## config.mk

```make
export PLATFORM = sky130hd
export DESIGN_NAME = byte_decode_ctrl_flat
export DESIGN_NICKNAME = d
export VERILOG_FILES = /design/src/rtl/kyber_pkg.sv /design/src/rtl/byte_decode_ctrl_if.sv /design/src/rtl/byte_decode_ctrl.sv /design/src/flat_wrapper.sv
export SDC_FILE = /design/constraint.sdc
export NUM_CORES = 1
export LEC_CHECK = 0
export ABC_AREA = 1
export CAP_MARGIN = 25
export CORE_MARGIN = 4
export CORE_UTILIZATION = 45
export DETAILED_ROUTE_END_ITERATION = 10
export PLACE_DENSITY = 0.7
export SLEW_MARGIN = 10
export SYNTH_ARGS = -nofsm -noshare
export SYNTH_HDL_FRONTEND = slang
export SYNTH_SLANG_ARGS = --single-unit
```

## constraint.sdc

```tcl
create_clock -name clk -period 5.25 [get_ports clk]
set_input_delay 0.525 -clock clk [delete_from_list [all_inputs] [get_ports clk]]
set_output_delay 0.525 -clock clk [all_outputs]
set_load 0.05 [all_outputs]
```

## src/rtl/kyber_pkg.sv

```systemverilog
// Shared Kyber constants and the legal coefficient-width check used by the
// ByteDecode front end.
package kyber_pkg;

    localparam int unsigned KYBER_N = 256;
    localparam int unsigned KYBER_Q = 3329;
    localparam int unsigned MAX_ELL = 12;
    localparam int unsigned BUF_W   = MAX_ELL + 8;

    function automatic logic ell_legal(input logic [3:0] ell);
        case (ell)
            4'd1, 4'd4, 4'd5, 4'd10, 4'd11, 4'd12: ell_legal = 1'b1;
            default:                               ell_legal = 1'b0;
        endcase
    endfunction

endpackage

```

## src/rtl/byte_decode_ctrl_if.sv

```systemverilog
// Control, byte-stream and coefficient-stream signals of byte_decode_ctrl.
// The master drives requests and data; the slave is the decoder.
interface byte_decode_ctrl_if;
    import kyber_pkg::*;

    logic               start;
    logic [3:0]         ell;
    logic               in_valid;
    logic [7:0]         in_byte;
    logic               in_ready;
    logic               out_valid;
    logic [MAX_ELL-1:0] out_coeff;
    logic               out_ready;
    logic               busy;
    logic               done;
    logic               err;

    modport master (
        output start, ell, in_valid, in_byte, out_ready,
        input  in_ready, out_valid, out_coeff, busy, done, err
    );

    modport slave (
        input  start, ell, in_valid, in_byte, out_ready,
        output in_ready, out_valid, out_coeff, busy, done, err
    );

endinterface

```

## src/rtl/byte_decode_ctrl.sv

```systemverilog
// Serial ByteDecode front end: unpacks an LSB-first byte stream into
// NUM_COEFFS coefficients of width ell through a small bit accumulator.
module byte_decode_ctrl
    import kyber_pkg::*;
#(
    parameter int unsigned NUM_COEFFS = KYBER_N
) (
    input  logic                clk,
    input  logic                rst,
    byte_decode_ctrl_if.slave   bus
);

    localparam int unsigned FILL_W = $clog2(BUF_W + 1);
    localparam int unsigned BL_W   = $clog2(32 * MAX_ELL + 1);
    localparam int unsigned CNT_W  = $clog2(NUM_COEFFS + 1);

    typedef enum logic [1:0] {
        IDLE,
        RUN,
        DONE
    } decode_state_e;

    decode_state_e      r_state;
    decode_state_e      w_next;

    logic [3:0]         r_ell;
    logic [BUF_W-1:0]   r_buf;
    logic [FILL_W-1:0]  r_fill;
    logic [BL_W-1:0]    r_bytes_left;
    logic [CNT_W-1:0]   r_coeffs_left;
    logic               r_err;

    logic               w_run;
    logic               w_in_ready;
    logic               w_out_valid;
    logic               w_accept;
    logic               w_emit;
    logic               w_start_ok;
    logic               w_start_bad;
    logic [BUF_W-1:0]   w_ins;
    logic [MAX_ELL-1:0] w_mask;

    assign w_run       = (r_state == RUN);
    assign w_in_ready  = w_run && (r_fill < FILL_W'(r_ell)) && (r_bytes_left != '0);
    assign w_out_valid = w_run && (r_fill >= FILL_W'(r_ell));
    assign w_accept    = w_in_ready && bus.in_valid;
    assign w_emit      = w_out_valid && bus.out_ready;
    assign w_start_ok  = (r_state == IDLE) && bus.start && ell_legal(bus.ell);
    assign w_start_bad = (r_state == IDLE) && bus.start && !ell_legal(bus.ell);

    // fill < ell <= 12 whenever a byte is accepted, so the byte lands below bit 20
    assign w_ins  = BUF_W'(bus.in_byte) << r_fill;
    assign w_mask = ~({MAX_ELL{1'b1}} << r_ell);

    assign bus.in_ready  = w_in_ready;
    assign bus.out_valid = w_out_valid;
    assign bus.out_coeff = w_run ? (r_buf[MAX_ELL-1:0] & w_mask) : '0;
    assign bus.busy      = w_run;
    assign bus.done      = (r_state == DONE);
    assign bus.err       = r_err;

    always_ff @(posedge clk or posedge rst) begin
        if (rst) begin
            r_state <= IDLE;
        end else begin
            r_state <= w_next;
        end
    end

    always_comb begin
        w_next = r_state;
        case (r_state)
            IDLE: if (w_start_ok) w_next = RUN;
            RUN:  if (w_emit && (r_coeffs_left == CNT_W'(1))) w_next = DONE;
            DONE: w_next = IDLE;
            default: w_next = IDLE;
        endcase
    end

    always_ff @(posedge clk or posedge rst) begin
        if (rst) begin
            r_ell         <= '0;
            r_buf         <= '0;
            r_fill        <= '0;
            r_bytes_left  <= '0;
            r_coeffs_left <= '0;
            r_err         <= 1'b0;
        end else begin
            r_err <= w_start_bad;
            if (w_start_ok) begin
                r_ell         <= bus.ell;
                r_buf         <= '0;
                r_fill        <= '0;
                r_bytes_left  <= BL_W'({bus.ell, 5'b0});
                r_coeffs_left <= CNT_W'(NUM_COEFFS);
            end else if (w_accept) begin
                r_buf        <= r_buf | w_ins;
                r_fill       <= r_fill + FILL_W'(8);
                r_bytes_left <= r_bytes_left - BL_W'(1);
            end else if (w_emit) begin
                r_buf         <= r_buf >> r_ell;
                r_fill        <= r_fill - FILL_W'(r_ell);
                r_coeffs_left <= r_coeffs_left - CNT_W'(1);
            end
        end
    end

endmodule

```

## src/flat_wrapper.sv

```systemverilog
// flat-port wrapper written by rule: the top's interface ports become plain ports
module byte_decode_ctrl_flat import kyber_pkg::*;
#(
    parameter int unsigned NUM_COEFFS = KYBER_N
)
  (clk, rst, bus_start, bus_ell, bus_in_valid, bus_in_byte, bus_out_ready, bus_in_ready, bus_out_valid, bus_out_coeff, bus_busy, bus_done, bus_err);
  byte_decode_ctrl_if bus_i ();
  input  logic clk;
  input  logic rst;
  input wire logic [$bits(bus_i.start)-1:0] bus_start;
  input wire logic [$bits(bus_i.ell)-1:0] bus_ell;
  input wire logic [$bits(bus_i.in_valid)-1:0] bus_in_valid;
  input wire logic [$bits(bus_i.in_byte)-1:0] bus_in_byte;
  input wire logic [$bits(bus_i.out_ready)-1:0] bus_out_ready;
  output wire logic [$bits(bus_i.in_ready)-1:0] bus_in_ready;
  output wire logic [$bits(bus_i.out_valid)-1:0] bus_out_valid;
  output wire logic [$bits(bus_i.out_coeff)-1:0] bus_out_coeff;
  output wire logic [$bits(bus_i.busy)-1:0] bus_busy;
  output wire logic [$bits(bus_i.done)-1:0] bus_done;
  output wire logic [$bits(bus_i.err)-1:0] bus_err;
  assign bus_i.start = bus_start;
  assign bus_i.ell = bus_ell;
  assign bus_i.in_valid = bus_in_valid;
  assign bus_i.in_byte = bus_in_byte;
  assign bus_i.out_ready = bus_out_ready;
  assign bus_in_ready = bus_i.in_ready;
  assign bus_out_valid = bus_i.out_valid;
  assign bus_out_coeff = bus_i.out_coeff;
  assign bus_busy = bus_i.busy;
  assign bus_done = bus_i.done;
  assign bus_err = bus_i.err;
  byte_decode_ctrl #(.NUM_COEFFS(NUM_COEFFS)) u_core (.clk(clk), .rst(rst), .bus(bus_i));
endmodule
```

=== Word level (Yosys, flattened, before mapping) ===
Cells that the tools add are included.

* Logic and storage cells: 65
* Input port bits: 17
* Output and inout bits: 17
* Flip-flop bits (word level): 50

* $add $sub $neg: 4
* Reductions and logical operators: 18
* Bitwise logic cells: 3
* Multiplexer cells: 16
* Equality and inequality tests: 12
* Shift-type cells: 3
* Order comparisons: 2

{| class="wikitable"
|+ Operator list
! kind !! number
|-
| $mux 20 || 3
|-
| $mux 9 || 5
|-
| $or 20x20->20 || 1
|-
| $shl 8x5->20 || 1
|-
| $shr 20x4->20 || 1
|-
| $sub 9x1->9 const B || 2
|-
| $mux 5 || 3
|-
| $and 12x12->12 || 1
|-
| $eq 4x4->1 const B || 3
|-
| $mux 12 || 1
|-
| $not 12->12 || 1
|-
| $shl 12x4->12 const A || 1
|-
| $eq 9x1->1 const B || 1
|-
| $logic_and 1x1->1 || 9
|-
| $reduce_bool 9->1 || 1
|-
| $eq 4x3->1 const B || 2
|-
| $reduce_or 6->1 || 1
|-
| $add 5x4->5 const B || 1
|-
| $ge 5x4->1 || 1
|-
| $lt 5x4->1 || 1
|-
| $sub 5x4->5 || 1
|-
| $eq 4x1->1 const B || 1
|-
| $mux 2 || 2
|-
| $ne 2x2->1 const B || 2
|-
| 10 further kinds || 12
|}

=== Longest topological paths before layout ===
Gate-level depths: netlist of run 1.

* Depth after elaboration: 6
* Gate-level depth with buffers: 17
* Depth with buffers taken out: 14

=== Least setup slack after synthesis of run 1 ===
OpenSTA, ideal clock, no wires.

* Path type: register to output
* Start: register u_core.r_ell[3]
* End: output port bus_out_coeff[4]
* Data required time: 4.725 ns
* Data arrival time: 3.232 ns
* Cell stages (with the launch flop): 5
* Slack: 1.493 ns
* Path buffers: 2
* Cells stage by stage: dfrtp_1 -> buf_2 -> inv_1 -> buf_1 -> a2111oi_0

* Word-level cells in the longest chain between the ends: 4

{| class="wikitable"
|+ Ends and longest elaborated chain
! element !! line !! text
|-
| start, declared || byte_decode_ctrl.sv:26 || <nowiki>logic [3:0] r_ell;</nowiki>
|-
| start signal, assigned || byte_decode_ctrl.sv:91 || <nowiki>r_ell <= bus.ell;</nowiki>
|-
| $shl 12x4->12 || byte_decode_ctrl.sv:53 || <nowiki>assign w_mask = ~({MAX_ELL{1'b1}} << r_ell);</nowiki>
|-
| $not 12->12 || byte_decode_ctrl.sv:53 ||
|-
| $and 12x12->12 || byte_decode_ctrl.sv:57 || <nowiki>assign bus.out_coeff = w_run ? (r_buf[MAX_ELL-1:0] & w_mask) : '0;</nowiki>
|-
| $mux 12 || byte_decode_ctrl.sv:57 ||
|-
| end, declared || flat_wrapper.sv:17 || <nowiki>output wire logic [$bits(bus_i.out_coeff)-1:0] bus_out_coeff;</nowiki>
|}

No other way between the ends.

=== Worst setup path in the final report of run 1 ===
* Start: register u_core.r_ell[3]
* End: output port bus_in_ready

* Word-level cells in the longest chain between the ends: 3

{| class="wikitable"
|+ Ends and longest elaborated chain
! element !! line !! text
|-
| $lt 5x4->1 || byte_decode_ctrl.sv:44 || <nowiki>assign w_in_ready = w_run && (r_fill < FILL_W'(r_ell)) && (r_bytes_left != '0);</nowiki>
|-
| $logic_and 1x1->1 (2 in series) || byte_decode_ctrl.sv:44 ||
|-
| end, declared || flat_wrapper.sv:15 || <nowiki>output wire logic [$bits(bus_i.in_ready)-1:0] bus_in_ready;</nowiki>
|}

No other way between the ends.

==> qor.txt, run 1 <==
Mapped Nets - 758
Post-CTS sizing - 0
TritonCTS Buffers - 5
Setup Skew - 0.00745 ns
Clock Sinks - 50
Antenna Violating Nets Remaining - 0
Number of synthesized register bits - 50
ANT cells - 0
Clk slew on worst S/H paths - 0.10 ns
I/O pin total - 34
Die Area - 0.0116 sq mm
Arrival time at the worst endpoint - 3.65 ns
Row count - 36
Most frequent cells in the layout - nand2_1, nand3_1, inv_1
Post-Syn Area - 0.00445 sq mm
Crit end category - primary output
Post-CTS Setup Repair Bufs - 0
Final Hold Fails - 0
Worst-path fanout max - 25
Antenna violations before repair - 0
Area Growth Syn to Fin - 9.75%
Worst-Margin Slew - 0.812 ns
Setup TNS - 0 ns
DR vias - 4825
Final setup viols - 0
Global-route wire length before repair - 23100 microns
Max Cap Viol - 0
TritonRoute pass-1 iters - 6
Leading cell type in the layout, fill and taps excluded - nand2_1
Worst path buffer plus inverter count - 4
Worst skew pair latency - 0.33 ns
Width of the chip - 107 microns
DRT Wirelength - 14000 microns
DRT iter0 DRCs - 524
HPWL after DPL - 10500 microns
Synth Instances - 732
Layout net count - 770
Clock buffer depth - 2
Crit path time final - 4.17 ns
CTS tree - built
Grt ovf - 0
Initial core utilization - 46.0%
Crit path launch type - flip-flop
Vias in the first global route - 4692
Final Slew Violations - 0
Drt drc - 0
Outcome - finished, final reports clean
Max_slew headroom - 45.8%
RSZ-0062 raised after global routing - no
CTS H-Tree Depth - 2
Worst path cell trace - inv_1, ha_1, inv_2, nor2_2, nand2_1, nand2_2, nor2_4, nand2_2, inv_1, clkdlybuf4s50_1
Min-Delay Path Class - reg -> reg
Top delay family on crit path - buffers and inverters
Chip Height - 107 microns
Slowest cell on crit path - dfrtp_1
Max Freq - 240 MHz
Cell variety after synth - 38
CP max stage delay - 0.85 ns
Synthesized area per cell - 6.08 sq um
CTS Hold Bufs - 0
CTS root buf - clkbuf_8
GRT Total Usage - 25.3%
Largest net degree at the start of global routing - 31
Layout cells sized above 1 - 5.91%
Fillers - 1050
Drt wl/cell - 16.0 microns
# port buffers - 33
Crit share post-route - 79.5%
Core Box Area - 0.00968 sq mm
Synth warn - 0
Seq/Total Area, Yosys - 28.1%
Gp weighted congestion - 0.968
WP data required - 4.72 ns
Vias/cell - 5.50
Setup Crit Path Kind - reg -> out
synthesized netlist by cell type:
| cell | instances | area share [%] |
|---|---|---|
| nand2_1 | 318 | 27 |
| nand3_1 | 104 | 12 |
| inv_1 | 56 | 4.7 |
| dfrtp_1 | 50 | 28 |
| nor2_1 | 40 | 3.4 |
| o21ai_0 | 18 | 2.0 |
| a21oi_1 | 13 | 1.5 |
| nand4_1 | 13 | 1.8 |
| buf_2 | 12 | 1.3 |
| nor3_1 | 11 | 1.2 |
| o21ai_1 | 11 | 1.2 |
| clkbuf_1 | 9 | 0.76 |
| xor2_1 | 9 | 1.8 |
| ha_1 | 8 | 2.2 |
| buf_6 | 7 | 1.8 |
| o211ai_1 | 5 | 0.84 |
| o21ai_2 | 5 | 0.98 |
| inv_2 | 4 | 0.34 |
| nand2_2 | 4 | 0.56 |
| nor2_2 | 4 | 0.56 |
| nand3b_1 | 3 | 0.51 |
| nor2_4 | 3 | 0.76 |
| a211oi_1 | 2 | 0.34 |
| buf_1 | 2 | 0.17 |
| buf_4 | 2 | 0.34 |
| clkinv_1 | 2 | 0.17 |
| nand2_4 | 2 | 0.51 |
| nand3_2 | 2 | 0.45 |
| nand3_4 | 2 | 0.79 |
| o21bai_1 | 2 | 0.34 |
| or2_2 | 2 | 0.28 |
| a2111oi_0 | 1 | 0.20 |
| a31o_2 | 1 | 0.20 |
| clkbuf_2 | 1 | 0.11 |
| fa_1 | 1 | 0.45 |
| nor2_8 | 1 | 0.45 |
| o22ai_1 | 1 | 0.14 |
| o31ai_1 | 1 | 0.17 |
worst paths after layout:
kind	from	endpoint	slack [ns]	cells after the start
max	u_core.r_ell[3]	bus_in_ready	1.08	10
min	u_core.r_coeffs_left[8]	u_core.r_coeffs_left[8]	0.49	2
max reg2reg	u_core.r_ell[3]	u_core.r_fill[4]	1.74	11
min reg2reg	u_core.r_coeffs_left[8]	u_core.r_coeffs_left[8]	0.49	2
max in group asynchronous	rst	u_core.r_buf[13]	4.18	3
min in group asynchronous	rst	u_core.r_bytes_left[4]	0.52	2
state kept, by name, summed over array words and instances (netlist names):
register and count:
u_core.r_state 2, u_core.r_ell 4, u_core.r_coeffs_left 9, u_core.bus.err 1, u_core.r_bytes_left 9, u_core.r_fill 5, u_core.r_buf 20
worst min-delay path: stages (launching register included):
cell and delay, ns:
dfrtp_1 0.36, nand2_1 0.05, nand3_1 0.06
final cells by class:
class	instances	area [sq um]	share of cell area, %
Timing Repair Buffer	38	380	7.78
Sequential cell	50	1250	25.6
Clock buffer	5	68.8	1.41
Multi-Input combinational cell	587	2770	56.7
Clock inverter	3	18.8	0.384
Tap cell	133	166	3.41
Inverter	62	233	4.76
cell families (layout without fill, tap and decap cells):
group                      after synthesis  count (layout)  synth area share (%)
DFF                                     50              50                  28.1
buffers and inverters                   95             108                  9.72
AOI/OAI and AO/OA                       60              60                  7.92
and+or+nand+nor                        509             509                  49.8
adders and majority gates                9               9                  2.70
xor gates and xnor gates                 9               9                  1.77
metrics by stage:
| stage | std cells | setup WS (ns) | cell area (sq um) | hold slack [ns] | util [%] |
|---|---|---|---|---|---|
| after floorplan | 732 | 1.49 | 4450 | 0.451 | - |
| after global placement | 869 | 1.56 | 4780 | 0.469 | 49.4 |
| after detailed placement | 870 | 1.49 | 4800 | 0.472 | 49.6 |
| after CTS | 878 | 1.11 | 4890 | 0.495 | 50.5 |
| after global routing | 878 | 0.882 | 4890 | 0.512 | 50.5 |
| final | 878 | 1.08 | 4890 | 0.494 | 50.5 |
routing by layer:
metal | vias up | GRT usage (%) | share of wire [%]
met2 | 171 | 43.6 | 47
met4 | 0 | 10.1 | 3.5
li1 | 2379 | - | -
met5 | - | 0 | 0
met3 | 35 | 2.52 | 5.2
met1 | 2240 | 32.6 | 44
Power of run 1 is not shown: default switching activity piles up to over one toggle a cycle in this logic, so the estimate is an artifact.
==> run 2: changes to the inputs <==
==> constraint.sdc (replaced) <==
create_clock -name clk -period 3.85 [get_ports clk]
set_input_delay 0.385 -clock clk [delete_from_list [all_inputs] [get_ports clk]]
set_output_delay 0.385 -clock clk [all_outputs]
set_load 0.05 [all_outputs]
==> run 2 against run 1 <==
Non-clock buffer count rose by 5; clock skew fell by 0.0038 ns; via count fell by 1.2%; global-route usage fell by 0.46 points; first-iteration DRC count fell by 23%; design area rose by 0.90%.
==> qor.txt, run 2 (same netlist as run 1, synthesis figures left out) <==
Final setup viols - 0
Clk slew on worst S/H paths - 0.09 ns
Reg power frac - 20.6%
Placed Cells - 875
Chip Height - 107 microns
Gp weighted congestion - 0.941
CP max stage delay - 0.88 ns
Reg with most FFs - u_core.r_buf
Worst-path fanout max - 25
Most frequent cells in the layout - nand2_1, nand3_1, inv_1
WP data required - 3.46 ns
Worst vdd ir - 0.000749 V
Crit end category - primary output
Clock buffer depth - 2
Leading cell type in the layout, fill and taps excluded - nand2_1
Crit share post-route - 83.6%
Max reg flops - 20
Largest net degree at the start of global routing - 32
Worst path buffer plus inverter count - 5
Largest regs - u_core.r_buf (20), u_core.r_bytes_left (9), u_core.r_coeffs_left (9)
I/O pin total - 34
Final Hold Fails - 0
DRT Wirelength - 13800 microns
Post-CTS Setup Repair Bufs - 0
Internal - 2160 uW
RSZ-0062 raised after global routing - no
Net switching power - 3040 uW
CTS tree - built
GRT Total Usage - 24.9%
CTS root buf - clkbuf_8
CP most frequent cell - buf_4
Crit path launch type - flip-flop
Drt drc - 0
DRT iter0 DRCs - 403
Clock Power Share - 7.3%
Setup Skew - 0.00361 ns
Arrival time at the worst endpoint - 2.83 ns
Setup TNS - 0 ns
Antenna violations before repair - 0
Post-CTS sizing - 0
Antenna Violating Nets Remaining - 0
Max Cap Viol - 0
Max_slew headroom - 54.5%
Crit path time final - 3.22 ns
CTS Hold Bufs - 0
Row count - 36
Worst path cell trace - buf_4, inv_1, buf_4, nand2_1, clkinv_1, a2111oi_0, clkdlybuf4s50_1
Vias/cell - 5.40
Global-route wire length before repair - 22800 microns
Final Slew Violations - 0
Area Growth Syn to Fin - 10.7%
Worst skew pair latency - 0.32 ns
DR vias - 4767
ANT cells - 0
HPWL after DPL - 10600 microns
Core Box Area - 0.00968 sq mm
Width of the chip - 107 microns
Setup Crit Path Kind - reg -> out
Drt wl/cell - 15.7 microns
Grt ovf - 0
Non-Filler Instances - 883
Layout cells sized above 1 - 6.27%
TritonRoute pass-1 iters - 5
Outcome - finished, final reports clean
TritonCTS Buffers - 5
CTS H-Tree Depth - 2
Top delay family on crit path - buffers and inverters
Slowest cell on crit path - clkdlybuf4s50_1
P_leak - 0.00259 uW
# port buffers - 33
Sw frac - 58.5%
Die Area - 0.0116 sq mm
Vias in the first global route - 4525
Clock Sinks - 50
Initial core utilization - 46.0%
Min-Delay Path Class - in -> async
Max Freq - 311 MHz
Worst-Margin Slew - 0.681 ns
Combinational power share - 72.1%
Layout net count - 775
Power per cell area - 1060 mW/mm^2
[run 2: worst paths after layout]
kind	start	endpoint	slack [ns]	cells after the start
max in group asynchronous	rst	u_core.r_buf[6]	2.61	3
worst min-delay path	rst	u_core.r_ell[0]	0.48	2
worst max register to register	u_core.r_ell[3]	u_core.r_fill[4]	1.13	12
worst max-delay path	u_core.r_ell[3]	bus_out_coeff[4]	0.63	7
worst min register to register	u_core.r_coeffs_left[8]	u_core.r_coeffs_left[8]	0.50	2
min in group clk	u_core.r_coeffs_left[8]	u_core.r_coeffs_left[8]	0.50	2
[run 2: power groups by stage]
stage	sequential (uW)	clock, uW	combinational, uW
2_1_floorplan	938	0	2960
3_3_place_gp	1070	0	3700
3_5_place_dp	1080	0	3720
4_1_cts	1070	389	3740
5_1_grt	1100	406	4210
6_report	1070	379	3750
[run 2: per-layer routing]
metal  global-route usage [%]  routed length, microns  vias to the layer above
li1                         -                       -                     2379
met1                     33.6                    6230                     2224
met2                     42.0                    6660                      144
met3                     2.82                     653                       20
met4                     7.12                     301                        0
met5                        0                       0                        -
[run 2: per-stage QoR]
| step | utilization (%) | setup slack (ns) | total power, uW | cell area, sq um | hold slack [ns] |
|---|---|---|---|---|---|
| 6_report | 50.9 | 0.631 | 5200 | 4930 | 0.482 |
| 5_1_grt | 50.9 | 0.470 | 5720 | 4930 | 0.505 |
| 2_1_floorplan | - | 0.233 | 3900 | 4450 | 0.451 |
| 3_5_place_dp | 49.8 | 1.01 | 4800 | 4820 | 0.472 |
| 4_1_cts | 50.9 | 0.642 | 5190 | 4930 | 0.494 |
| 3_3_place_gp | 49.8 | 1.04 | 4770 | 4820 | 0.466 |
[run 2: area by class of cell]
class | count | area, sq um
clock buffer | 7 | 76.3
multi-input combinational | 587 | 2770
fill | 1045 | 4750
timing repair buffer | 43 | 405
sequential | 50 | 1250
tap | 133 | 166
inverter | 62 | 233
clock inverter | 1 | 30.0
[run 2: worst reg2reg max path, stage by stage (launching register included)]
cell and delay (ns):
dfrtp_1 0.34, buf_4 0.26, inv_1 0.12, ha_1 0.39, inv_2 0.06, nor2_2 0.10, nand3_1 0.11, inv_2 0.08
nor2_4 0.04, nand3_4 0.20, nand3_2 0.44, inv_2 0.35, o21ai_0 0.12
Power figures use the tool's default switching activity.
==> run 3: changes to the inputs <==
==> constraint.sdc (replaced) <==
create_clock -name clk -period 3.2 [get_ports clk]
set_input_delay 0.32 -clock clk [delete_from_list [all_inputs] [get_ports clk]]
set_output_delay 0.32 -clock clk [all_outputs]
set_load 0.05 [all_outputs]
==> run 3 against run 2 <==
Design area up 0.48%; wire length is 1.7% higher; critical path depth down 1; sequential share of layout area shrank 0.12 points; hold slack lost 0.25 ns; count of clock-buffer cells in the layout fell by 2; register-to-register slack got worse by 0.51 ns; non-clock buffer count up 4; worst setup slack got worse by 0.29 ns; final cell count increased by 0.45%; critical endpoint is now bus_out_coeff[6].
==> qor.txt, run 3 (same netlist as run 1, synthesis figures left out) <==
Placed Cells - 879
Clock buffer depth - 2
Initial core utilization - 46.0%
DRT Wirelength - 14100 microns
Largest regs - u_core.r_buf (20), u_core.r_bytes_left (9), u_core.r_coeffs_left (9)
Global-route wire length before repair - 23200 microns
GRT Total Usage - 25.2%
CTS root buf - clkbuf_8
Layout cells sized above 1 - 7.96%
CP max stage delay - 0.84 ns
Crit end category - primary output
Vias/cell - 5.52
Worst-path fanout max - 9
Non-Filler Instances - 887
Drt wl/cell - 15.9 microns
TritonRoute pass-1 iters - 5
CTS H-Tree Depth - 2
WP data required - 2.88 ns
Core Box Area - 0.00968 sq mm
TritonCTS Buffers - 5
# port buffers - 33
CTS Hold Bufs - 0
Chip Height - 107 microns
Area Growth Syn to Fin - 11.3%
Crit share post-route - 89.3%
Die Area - 0.0116 sq mm
Layout net count - 779
Max_slew headroom - 60.2%
ANT cells - 0
Drt drc - 0
Leading cell type in the layout, fill and taps excluded - nand2_1
Slowest cell on crit path - clkdlybuf4s50_1
CTS tree - built
Crit path time final - 2.86 ns
Gp weighted congestion - 0.922
I/O pin total - 34
Min-Delay Path Class - in -> async
DRT iter0 DRCs - 373
Post-CTS Setup Repair Bufs - 0
Row count - 36
Worst-Margin Slew - 0.594 ns
Largest net degree at the start of global routing - 40
Worst path buffer plus inverter count - 3
CP most frequent cell - inv_1
HPWL after DPL - 10700 microns
Antenna Violating Nets Remaining - 0
Worst skew pair latency - 0.32 ns
Worst path cell trace - inv_1, nand2_2, inv_1, o211ai_1, a211oi_1, clkdlybuf4s50_1
Setup Crit Path Kind - reg -> out
Reg with most FFs - u_core.r_buf
Post-CTS sizing - 0
Grt ovf - 0
Setup TNS - 0 ns
Max Freq - 350 MHz
Arrival time at the worst endpoint - 2.54 ns
Final Slew Violations - 0
RSZ-0062 raised after global routing - no
Outcome - finished, final reports clean
Clock Sinks - 50
Crit path launch type - flip-flop
Clk slew on worst S/H paths - 0.10 ns
Width of the chip - 107 microns
Antenna violations before repair - 0
Final Hold Fails - 0
Most frequent cells in the layout - nand2_1, nand3_1, inv_1
Final setup viols - 0
Vias in the first global route - 4825
Max reg flops - 20
Setup Skew - 0.0159 ns
Max Cap Viol - 0
Top delay family on crit path - buffers and inverters
DR vias - 4895
-- run 3: cell count changes in the layout (fill, tap and decap cells not counted), moves of 2 or more --
cell             previous run  this run
buf_12                      0         2
clkbuf_1                    2         0
buf_4                      10        19
inv_6                       0         2
clkdlybuf4s50_1            33        26
-- run 3: final timing paths --
kind	start	end	slack, ns	cells after the start
setup / recovery	u_core.r_state[1]	bus_out_coeff[6]	0.34	6
hold / removal	rst	u_core.r_bytes_left[2]	0.23	2
setup reg to reg	u_core.r_fill[0]	u_core.r_fill[3]	0.62	11
hold reg to reg	u_core.r_coeffs_left[8]	u_core.r_coeffs_left[8]	0.51	2
max in group asynchronous	rst	u_core.r_buf[13]	2.15	3
min in group clk	u_core.r_coeffs_left[8]	u_core.r_coeffs_left[8]	0.51	2
-- run 3: worst reg2reg max path, cell delays in order (launching register included) --
cell,delay (ns)
dfrtp_1,0.52
clkinv_1,0.30
ha_1,0.39
nand2_1,0.07
inv_1,0.04
nand2_1,0.06
nand4_1,0.21
nand3_4,0.20
nand3_2,0.27
buf_4,0.30
nand3_1,0.09
nand2_1,0.05
-- run 3: stage by stage --
step	setup WS, ns	hold WS, ns	util [%]	area, sq um
after floorplan	0.309	0.437	-	4450
after global placement	0.698	0.466	50.2	4860
after detailed placement	0.575	0.477	50.2	4860
after CTS	0.357	0.242	51.2	4950
after global routing	0.214	0.244	51.2	4950
final	0.342	0.235	51.2	4950
-- run 3: cell type report --
class / count / area (sq um)
well taps: 133 / 166
repair buffers: 47 / 443
fillers: 1029 / 4730
inverters: 62 / 233
clock inverters: 3 / 22.5
multi-input cells: 587 / 2770
clock buffers: 5 / 68.8
flip-flops and latches: 50 / 1250
-- run 3: metal layers --
layer	track usage, %	vias up	routed length, microns
li1	-	2390	-
met1	31.9	2252	6110
met2	43.1	216	6610
met3	3.48	37	797
met4	10.4	0	553
met5	0	-	0
Power of run 3 is left out for the same reason.
